===== src/rtl/rx_word_packer_fanout_if.sv =====
// Receive byte stream in, per-channel packed word stream out, for rx_word_packer_fanout.
// The DUT binds the slave modport; the byte source / word sink binds master.
interface rx_word_packer_fanout_if #(
  parameter int pBYTES  = 4,
  parameter int pNUM_CH = 4
);
  localparam int EW = $clog2(pBYTES);

  logic                        i_rx_dv;
  logic                        i_rx_er;
  logic [7:0]                  i_rx_d;
  logic                        i_dst_valid;
  logic [pNUM_CH-1:0]          i_dst_mask;
  logic [pNUM_CH*pBYTES*8-1:0] o_data;
  logic [pNUM_CH-1:0]          o_valid;
  logic [pNUM_CH-1:0]          o_sop;
  logic [pNUM_CH-1:0]          o_eop;
  logic [pNUM_CH*EW-1:0]       o_empty;
  logic [pNUM_CH-1:0]          o_delete;

  modport master (
    output i_rx_dv, i_rx_er, i_rx_d, i_dst_valid, i_dst_mask,
    input  o_data, o_valid, o_sop, o_eop, o_empty, o_delete
  );

  modport slave (
    input  i_rx_dv, i_rx_er, i_rx_d, i_dst_valid, i_dst_mask,
    output o_data, o_valid, o_sop, o_eop, o_empty, o_delete
  );
endinterface


===== src/rtl/rx_word_packer_fanout.sv =====
// Packs GMII receive bytes into pBYTES-wide words and fans them out to pNUM_CH channels,
// retracting started frames with o_delete. Define RUNT_DROP_EN to retract frames under 64 bytes.
//
// state | meaning
// IDLE  | waiting for a clean first byte (only after i_rx_dv has been seen low)
// PACK  | collecting bytes, releasing each full word when the next byte arrives
// DROP  | frame abandoned; swallow bytes until i_rx_dv falls
module rx_word_packer_fanout #(
  parameter int pBYTES     = 4,
  parameter int pNUM_CH    = 4,
  parameter int pSRC_PORT  = 0,
  parameter int pMAX_BYTES = 1522
) (
  input logic                    i_clk,
  input logic                    i_rst_n,
  rx_word_packer_fanout_if.slave bus
);

  localparam int WW = pBYTES * 8;
  localparam int EW = $clog2(pBYTES);
  localparam int LW = $clog2(pBYTES);
  localparam int CW = $clog2(pMAX_BYTES + 1) + 1;
  localparam logic [CW-1:0] MAX_CNT  = CW'(pMAX_BYTES);
  localparam logic [LW-1:0] LAST_LANE = LW'(pBYTES - 1);
`ifdef RUNT_DROP_EN
  localparam logic [CW-1:0] RUNT_LEN = CW'(64);
`endif

  function automatic logic [pNUM_CH-1:0] src_keep_f(input int src);
    logic [pNUM_CH-1:0] m;
    m = '1;
    for (int c = 0; c < pNUM_CH; c++) begin
      if (c == src) m[c] = 1'b0;
    end
    return m;
  endfunction

  localparam logic [pNUM_CH-1:0] SRC_KEEP = src_keep_f(pSRC_PORT);

  typedef enum logic [1:0] {
    ST_IDLE = 2'd0,
    ST_PACK = 2'd1,
    ST_DROP = 2'd2
  } state_t;

  state_t               state_q, state_d;
  logic [CW-1:0]        cnt_q, cnt_d;
  logic [LW-1:0]        lane_q, lane_d;
  logic [WW-1:0]        acc_q, acc_d;
  logic [WW-1:0]        stage_q, stage_d;
  logic                 stage_vld_q, stage_vld_d;
  logic [pNUM_CH-1:0]   active_q, active_d;
  logic [pNUM_CH-1:0]   started_q, started_d;
  logic                 sop_pend_q, sop_pend_d;
  logic                 dv_low_seen_q, dv_low_seen_d;

  logic [pNUM_CH*WW-1:0] data_q, data_d;
  logic [pNUM_CH*EW-1:0] empty_q, empty_d;
  logic [pNUM_CH-1:0]    valid_q, valid_d;
  logic [pNUM_CH-1:0]    sop_q, sop_d;
  logic [pNUM_CH-1:0]    eop_q, eop_d;
  logic [pNUM_CH-1:0]    delete_q, delete_d;

  logic [WW-1:0]        byte_word;
  logic [WW-1:0]        rel_word;
  logic [EW-1:0]        rel_empty;
  logic                 rel_en;
  logic                 rel_eop;
  logic                 runt;
  logic [pNUM_CH-1:0]   mask_now;
  logic [pNUM_CH-1:0]   rel_mask;
  logic [pNUM_CH-1:0]   del_mask;

  always_comb begin
    state_d       = state_q;
    cnt_d         = cnt_q;
    lane_d        = lane_q;
    acc_d         = acc_q;
    stage_d       = stage_q;
    stage_vld_d   = stage_vld_q;
    active_d      = active_q;
    started_d     = started_q;
    sop_pend_d    = sop_pend_q;
    dv_low_seen_d = dv_low_seen_q | ~bus.i_rx_dv;
    rel_en        = 1'b0;
    rel_eop       = 1'b0;
    rel_word      = '0;
    rel_empty     = '0;
    mask_now      = active_q;
    del_mask      = '0;
    runt          = 1'b0;
`ifdef RUNT_DROP_EN
    runt = (cnt_q < RUNT_LEN);
`endif

    // Current byte merged into the word under construction; a fresh word starts zero-filled.
    byte_word = (lane_q == '0) ? '0 : acc_q;
    byte_word[(pBYTES - 1 - int'(lane_q)) * 8 +: 8] = bus.i_rx_d;

    case (state_q)
      ST_IDLE: begin
        if (bus.i_rx_dv && dv_low_seen_q) begin
          if (bus.i_rx_er) begin
            state_d = ST_DROP;
          end else begin
            state_d     = ST_PACK;
            cnt_d       = CW'(1);
            acc_d       = byte_word;
            lane_d      = LW'(1);
            stage_vld_d = 1'b0;
            active_d    = SRC_KEEP;
            started_d   = '0;
            sop_pend_d  = 1'b1;
          end
        end
      end

      ST_PACK: begin
        if (!bus.i_rx_dv) begin
          state_d     = ST_IDLE;
          stage_vld_d = 1'b0;
          lane_d      = '0;
          if (runt) begin
            del_mask = active_q & started_q;
          end else begin
            rel_en  = 1'b1;
            rel_eop = 1'b1;
            if (stage_vld_q) begin
              rel_word  = stage_q;
              rel_empty = '0;
            end else begin
              rel_word  = acc_q;
              rel_empty = EW'(pBYTES - int'(lane_q));
            end
          end
        end else if (bus.i_rx_er || (cnt_q >= MAX_CNT)) begin
          // Error beats a same-cycle lookup: retract with the mask as it stood.
          state_d     = ST_DROP;
          del_mask    = active_q & started_q;
          stage_vld_d = 1'b0;
          lane_d      = '0;
        end else begin
          cnt_d = (&cnt_q) ? cnt_q : cnt_q + 1'b1;
          if (bus.i_dst_valid) begin
            mask_now = active_q & bus.i_dst_mask & SRC_KEEP;
            del_mask = active_q & ~mask_now & started_q;
            active_d = mask_now;
          end
          if (stage_vld_q) begin
            rel_en      = 1'b1;
            rel_word    = stage_q;
            stage_vld_d = 1'b0;
          end
          if (lane_q == LAST_LANE) begin
            stage_d     = byte_word;
            stage_vld_d = 1'b1;
            lane_d      = '0;
          end else begin
            acc_d  = byte_word;
            lane_d = lane_q + 1'b1;
          end
        end
      end

      ST_DROP: begin
        if (!bus.i_rx_dv) state_d = ST_IDLE;
      end

      default: begin
        state_d = ST_IDLE;
      end
    endcase

    rel_mask = rel_en ? mask_now : '0;
    if (rel_en) begin
      sop_pend_d = 1'b0;
      if (sop_pend_q) started_d = rel_mask;
    end

    valid_d  = rel_mask;
    sop_d    = sop_pend_q ? rel_mask : '0;
    eop_d    = rel_eop ? rel_mask : '0;
    delete_d = del_mask;
    data_d   = data_q;
    empty_d  = empty_q;
    for (int c = 0; c < pNUM_CH; c++) begin
      if (rel_mask[c]) begin
        data_d[c*WW +: WW]  = rel_word;
        empty_d[c*EW +: EW] = rel_empty;
      end
    end
  end

  always_ff @(posedge i_clk or negedge i_rst_n) begin
    if (!i_rst_n) begin
      state_q       <= ST_IDLE;
      cnt_q         <= '0;
      lane_q        <= '0;
      acc_q         <= '0;
      stage_q       <= '0;
      stage_vld_q   <= 1'b0;
      active_q      <= '0;
      started_q     <= '0;
      sop_pend_q    <= 1'b0;
      dv_low_seen_q <= 1'b0;
      data_q        <= '0;
      empty_q       <= '0;
      valid_q       <= '0;
      sop_q         <= '0;
      eop_q         <= '0;
      delete_q      <= '0;
    end else begin
      state_q       <= state_d;
      cnt_q         <= cnt_d;
      lane_q        <= lane_d;
      acc_q         <= acc_d;
      stage_q       <= stage_d;
      stage_vld_q   <= stage_vld_d;
      active_q      <= active_d;
      started_q     <= started_d;
      sop_pend_q    <= sop_pend_d;
      dv_low_seen_q <= dv_low_seen_d;
      data_q        <= data_d;
      empty_q       <= empty_d;
      valid_q       <= valid_d;
      sop_q         <= sop_d;
      eop_q         <= eop_d;
      delete_q      <= delete_d;
    end
  end

  assign bus.o_data   = data_q;
  assign bus.o_empty  = empty_q;
  assign bus.o_valid  = valid_q;
  assign bus.o_sop    = sop_q;
  assign bus.o_eop    = eop_q;
  assign bus.o_delete = delete_q;

endmodule


===== src/flat_wrapper.sv =====
// flat-port wrapper written by rule: the top's interface ports become plain ports
module rx_word_packer_fanout_flat 
#(
  parameter int pBYTES     = 4,
  parameter int pNUM_CH    = 4,
  parameter int pSRC_PORT  = 0,
  parameter int pMAX_BYTES = 1522
)
  (i_clk, i_rst_n, bus_i_rx_dv, bus_i_rx_er, bus_i_rx_d, bus_i_dst_valid, bus_i_dst_mask, bus_o_data, bus_o_valid, bus_o_sop, bus_o_eop, bus_o_empty, bus_o_delete);
  rx_word_packer_fanout_if #(.pBYTES(pBYTES), .pNUM_CH(pNUM_CH)) bus_i ();
  input logic i_clk;
  input logic i_rst_n;
  input wire logic [$bits(bus_i.i_rx_dv)-1:0] bus_i_rx_dv;
  input wire logic [$bits(bus_i.i_rx_er)-1:0] bus_i_rx_er;
  input wire logic [$bits(bus_i.i_rx_d)-1:0] bus_i_rx_d;
  input wire logic [$bits(bus_i.i_dst_valid)-1:0] bus_i_dst_valid;
  input wire logic [$bits(bus_i.i_dst_mask)-1:0] bus_i_dst_mask;
  output wire logic [$bits(bus_i.o_data)-1:0] bus_o_data;
  output wire logic [$bits(bus_i.o_valid)-1:0] bus_o_valid;
  output wire logic [$bits(bus_i.o_sop)-1:0] bus_o_sop;
  output wire logic [$bits(bus_i.o_eop)-1:0] bus_o_eop;
  output wire logic [$bits(bus_i.o_empty)-1:0] bus_o_empty;
  output wire logic [$bits(bus_i.o_delete)-1:0] bus_o_delete;
  assign bus_i.i_rx_dv = bus_i_rx_dv;
  assign bus_i.i_rx_er = bus_i_rx_er;
  assign bus_i.i_rx_d = bus_i_rx_d;
  assign bus_i.i_dst_valid = bus_i_dst_valid;
  assign bus_i.i_dst_mask = bus_i_dst_mask;
  assign bus_o_data = bus_i.o_data;
  assign bus_o_valid = bus_i.o_valid;
  assign bus_o_sop = bus_i.o_sop;
  assign bus_o_eop = bus_i.o_eop;
  assign bus_o_empty = bus_i.o_empty;
  assign bus_o_delete = bus_i.o_delete;
  rx_word_packer_fanout #(.pBYTES(pBYTES), .pNUM_CH(pNUM_CH), .pSRC_PORT(pSRC_PORT), .pMAX_BYTES(pMAX_BYTES)) u_core (.i_clk(i_clk), .i_rst_n(i_rst_n), .bus(bus_i));
endmodule

===== config.mk =====
export PLATFORM = sky130hd
export DESIGN_NAME = rx_word_packer_fanout_flat
export DESIGN_NICKNAME = d
export VERILOG_FILES = /design/src/rtl/rx_word_packer_fanout_if.sv /design/src/rtl/rx_word_packer_fanout.sv /design/src/flat_wrapper.sv
export SDC_FILE = /design/constraint.sdc
export NUM_CORES = 1
export LEC_CHECK = 0
export ABC_AREA = 0
export BUFFER_PORTS_ARGS = -buffer_cell sky130_fd_sc_hd__clkbuf_2
export CAP_MARGIN = 10
export CORE_MARGIN = 4
export CORE_UTILIZATION = 50
export CTS_CLUSTER_DIAMETER = 50
export CTS_CLUSTER_SIZE = 12
export DETAILED_ROUTE_END_ITERATION = 10
export GPL_ROUTABILITY_DRIVEN = 1
export PLACE_DENSITY = 0.82
export SLEW_MARGIN = 20
export SYNTH_ARGS = -nofsm -noshare
export SYNTH_HDL_FRONTEND = slang
export SYNTH_SLANG_ARGS = --single-unit

===== constraint.sdc =====
create_clock -name i_clk -period 2.47 [get_ports i_clk]
set_input_delay 0.494 -clock i_clk [delete_from_list [all_inputs] [get_ports i_clk]]
set_output_delay 0.494 -clock i_clk [all_outputs]
set_load 0.01 [all_outputs]

**Word-level counts from Yosys, hierarchy flattened**

Index checks and enable logic that the tools add are counted.

- Register bits: 243
- Word-level logic and storage cells: 133
- Output and inout bits: 152
- Input port bits: 17

- Add/sub/neg operators: 5
- Magnitude comparators: 1
- Equality and inequality tests: 12
- Shifts and indexed selects: 2
- Muxes and demuxes: 69
- Reduce and logical (&&, ||, !) cells: 14
- Bitwise operators: 8

Operator list:

| operator | number |
|---|---|
| $mux W32 | 11 |
| $mux W4 | 18 |
| $pmux W32 S2 | 1 |
| $mux W12 | 5 |
| $neg A32 Y33 | 1 |
| $shift A8 B33 Y32 const A | 1 |
| $shiftx A8 B33 Y32 | 1 |
| $bwmux W32 | 1 |
| $mux W2 | 13 |
| $pmux W12 S2 | 1 |
| $and A4 B4 Y4 | 4 |
| $mux W1 | 15 |
| $add A12 B1 Y12 const B | 1 |
| $ge A12 B11 Y1 const B | 1 |
| $ne A2 B2 Y1 const B | 6 |
| $reduce_and A12 Y1 | 1 |
| $reduce_and A6 Y1 | 2 |
| $reduce_and A3 Y1 | 3 |
| $pmux W4 S2 | 1 |
| $pmux W2 S3 | 1 |
| $reduce_bool A2 Y1 | 3 |
| $eq A2 B2 Y1 const B | 2 |
| $logic_not A2 Y1 | 2 |
| $ne A2 B1 Y1 const B | 2 |
| 13 further kinds | 14 |

**Longest topological paths before layout**

- Depth after elaboration: 8
- Mapped depth: 9

**Worst setup path after synthesis**

Ideal clock, no wire load.

- Path kind: reg-to-reg
- From: register u_core.cnt_q[0]
- To: register u_core.data_q[68] (netlist: u_core.bus.o_data[68])
- Arrival time: 2.332 ns
- Cell stages (with the launch flop): 9
- Path slack: 0.014 ns
- Buffers on the path: 1
- Path through: dfrtp_1 > inv_1 > ha_1 > or4_4 > a311oi_2 > nor2_2 > nor2_2 > buf_4 > mux2_2

- Word-level cells in the longest chain between the ends: 6
- Elaborated cells on any way between the ends: 12
- Classes of those cells: order compare (1); mux (10); reduce/logical (1)

Ends and longest elaborated chain:

| element | RTL line | RTL |
|---|---|---|
| from (decl) | rx_word_packer_fanout.sv:47 | `logic [CW-1:0] cnt_q, cnt_d;` |
| from (signal assigned) | rx_word_packer_fanout.sv:214 | `cnt_q <= cnt_d;` |
| $ge A12 B11 Y1 * | rx_word_packer_fanout.sv:136 | `end else if (bus.i_rx_er \|\| (cnt_q >= MAX_CNT)) begin` |
| $logic_or A1 B1 Y1 * | rx_word_packer_fanout.sv:136 |  |
| $mux W4 / $mux W1 (equally long branches) | - |  |
| $mux W4 / $mux W1 (equally long branches) | rx_word_packer_fanout.sv:119 | `if (!bus.i_rx_dv) begin` |
| $mux W4 / $mux W1 (equally long branches) | rx_word_packer_fanout.sv:100 | `case (state_q)` |
| $mux W4 | rx_word_packer_fanout.sv:174 | `rel_mask = rel_en ? mask_now : '0;` |
| to (signal assigned) | rx_word_packer_fanout.sv:223 | `data_q <= data_d;` |
| to (decl) | rx_word_packer_fanout.sv:57 | `logic [pNUM_CH*WW-1:0] data_q, data_d;` |

Mark *: on every way between the ends. The rest lies on a longest branch, timed or not.
A chain may end at the register's enable or synchronous reset.

**Worst setup path in the final report**

- From: register u_core.cnt_q[1]
- To: register u_core.data_q[106] (netlist: u_core.bus.o_data[106])

The elaborated chain is that of the path after synthesis.

==> reports/qor.yml <==
status: "complete, but fails checks"
violations: "setup timing"
netlist_area_sq_um: 10400
max-slew-margin-rel_pct: 18.9
cts_made_buffers: 27
synth-edff-count: 0
ys.flop_type: "dfrtp_1"
final_common_cell: "dfrtp_1"
die_w_microns: 152
drive_gt1_share_pct: 45.0
nNetsFinal: 1044
rsz0062_at_grt: "yes"
drc: 0
worstSetupStartpoint: "u_core.cnt_q[1]"
core_area_sq_um: 20300
reg2regPathDepth: 9
antenna_cells: 0
syn_inst: 805
skew_ns: 0.0129
clock_path_buffers: 3
final_cell_mix: "dfrtp_1 (242), clkbuf_2 (166), mux2_2 (83)"
drv_cap: 0
fin_util_pct: 65.4
finalSetupViolCount: 39
num_vias: 7483
place_area_sq_um: 11800
synth.distinct_cells: 61
insertion_delay_ns: 0.52
globalRouteOverflowTotal: 0
min_period_ns: 2.53
yosys_register_bits: 243
crit_slowest_cell: "or4_4"
crit_type: "reg -> reg"
path_clk_slew_ns: 0.06
die_area_sq_um: 23100
drt-total-wl_microns: 27500
synthToLayoutAreaGrowth_pct: 27.9
routedWlPerCell_microns: 21.2
startpoint_type: "flop"
hold_end: "u_core.bus.o_delete[2]"
io_buffers: 167
clkSinkCount: 243
powerDensity_nw_per_um2: 707
vdd_drop_max_uv: 591
reg2reg_to: "u_core.bus.o_data[106]"
r2r_slack_ns: -0.06
min_from: "bus_i_dst_valid"
leakagePower_nw: 6.57
grt_max_degree: 66
die_h_microns: 152
track_usage_pct: 21.7
critical_path.n_buffers_inverters: 4
crit_path_cell_trace: "buf_6 > or4_4 > a311oi_4 > nor2_2 > buf_4 > nor2_4 > buf_12 > clkbuf_16 > mux2_2"
p_total_mw: 9.39
avgSynthCellArea_sq_um: 12.9
seq_area_frac_synth_pct: 58.6
grt_pass1_wl_microns: 41900
crit_path_max_incr_delay_ns: 0.53
yosysWarnings: 0
initial_core_util_pct: 51.1
slew_viol_final: 0
synth_nets: 830
place_congestion: 0.824
critPathArrivalTime_ns: 2.93
drt_iter0_drc: 609
synthArstFlopShare_pct: 100
cts_max_level: 1
hpwl_microns: 16400
worstHoldPathType: "in -> reg"
cts_root_buffer: "clkbuf_16"
via_per_inst: 5.76
ios: 169
cp_max_fo: 5
critPathRequiredTime_ns: 2.87
final_cell_area_sq_um: 13300
critPathTopFamily: "simple AND/OR/NAND/NOR gates"
endpoint_kind: "flop"
firstDrtPassIters: 6
grt_pass1_vias: 7724
period_share_pct: 103
ant_nets: 0
reg2reg_from: "u_core.cnt_q[1]"
rows: 52
tightest_slew_ns: 1.20
max_freq_mhz: 395
cts_tree: "done"
min_path_cells: 3
final_hold_viol_count: 0
setup_ws_ns: -0.0625
antenna_found_initial: 0
## cell type report
type	instances	area, sq um
fillers	1502	7020
flip-flops and latches	243	6080
multi-input cells	503	4230
repair buffers	237	1760
clock buffers	30	707
well taps	270	338
clock inverters	9	133
inverters	7	26.3
## Yosys cell counts, types with 2 or more instances
cell type  count  area share (%)
buf_2          5            0.24
mux2_2       105              11
mux2_4        29             4.2
nand2_1        8            0.29
a2111oi_2      3            0.43
nor2_4         2            0.22
a22o_1        34             2.9
xnor2_1        6            0.51
a211oi_1       2            0.14
o21ai_0        4            0.19
a31o_2         5            0.42
nand2b_1       7            0.42
a21oi_1       68             3.3
nor3b_1       30             2.2
a21o_1         2            0.14
buf_4          3            0.22
a31oi_1        3            0.18
ha_1           8            0.96
nor2b_1        5            0.30
nand3_1        6            0.29
a22oi_1       34             2.5
mux2_1         3            0.33
nor2_2         2            0.12
clkbuf_1      23            0.83
or2_2          2            0.12
inv_1          7            0.25
dfrtp_1      243              59
and2_1         9            0.54
buf_1         11            0.40
o22a_1         2            0.17
nor4b_1        2            0.17
buf_6         10             1.1
nand3b_1       6            0.43
o21ai_2        2            0.17
nor2_1        86             3.1
nor3_1         3            0.14
## worst min-delay path, delay by kind of cell
family | cells | cell delay (ns)
compound gates | 1 | 0.07
buf+inv | 1 | 0.13
simple gates | 1 | 0.09
## flip-flops by register name, indices dropped and copies added, names as in the netlist, 2 cells and up
| name | count |
|---|---|
| u_core.bus.o_valid | 4 |
| u_core.bus.o_sop | 4 |
| u_core.bus.o_empty | 8 |
| u_core.started_q | 4 |
| u_core.state_q | 2 |
| u_core.bus.o_delete | 4 |
| u_core.bus.o_data | 128 |
| u_core.lane_q | 2 |
| u_core.bus.o_eop | 4 |
| u_core.cnt_q | 12 |
| u_core.acc_q | 32 |
| u_core.stage_q | 32 |
| u_core.active_q | 4 |
## logic make-up after synthesis
logic type,count (synthesis),synth area share (%)
flops,243,58.6
compound gates,174,11.8
fa+ha+maj,8,0.964
mux,137,15.9
buf+inv,59,3.03
simple gates,178,9.20
xor+xnor,6,0.506
## per-stage QoR
step                setup TNS, ns  hold slack, ns  worst slack [ns]  cells
global placement            -4.48           0.444           -0.0751   1238
CTS                        -0.853           0.270           -0.0365   1284
floorplan                       0           0.198            0.0135    805
finish                     -0.894           0.304           -0.0625   1299
global route                -4.44           0.300            -0.118   1299
detailed placement         -10.24           0.448            -0.114   1238
## worst max path at each step
stage | slack [ns] | endpoint | cells past startpoint
floorplan | 0.01 | u_core.bus.o_data[68] | 8
global placement | -0.08 | u_core.bus.o_data[31] | 8
detailed placement | -0.11 | u_core.bus.o_data[1] | 8
CTS | -0.04 | u_core.bus.o_data[99] | 10
global route | -0.12 | u_core.bus.o_data[103] | 9
finish | -0.06 | u_core.bus.o_data[106] | 9
## per-layer routing
layer / vias up / global-route usage [%] / routed length (microns)
met5: - / 0 / 0
met3: 42 / 4.12 / 1710
met2: 287 / 35.1 / 13300
met1: 3827 / 30.8 / 12000
met4: 0 / 5.18 / 440
li1: 3327 / - / -
## where the power goes
part / switching [mW] / internal, mW
Sequential: 0.166 / 4.20
Combinational: 0.646 / 0.488
Clock: 1.55 / 2.34
## repair_timing
item / CTS / global route
endpoints found under the setup margin: 175 / 161
hold buffers: 1 / 0
gates resized for setup: 14 / 56
endpoints found under the hold margin: 49 / 0
setup buffers: 4 / 8
cloned: 2 / 7
pin swaps: 14 / 7
No activity file was read; power rests on OpenSTA's default activity.
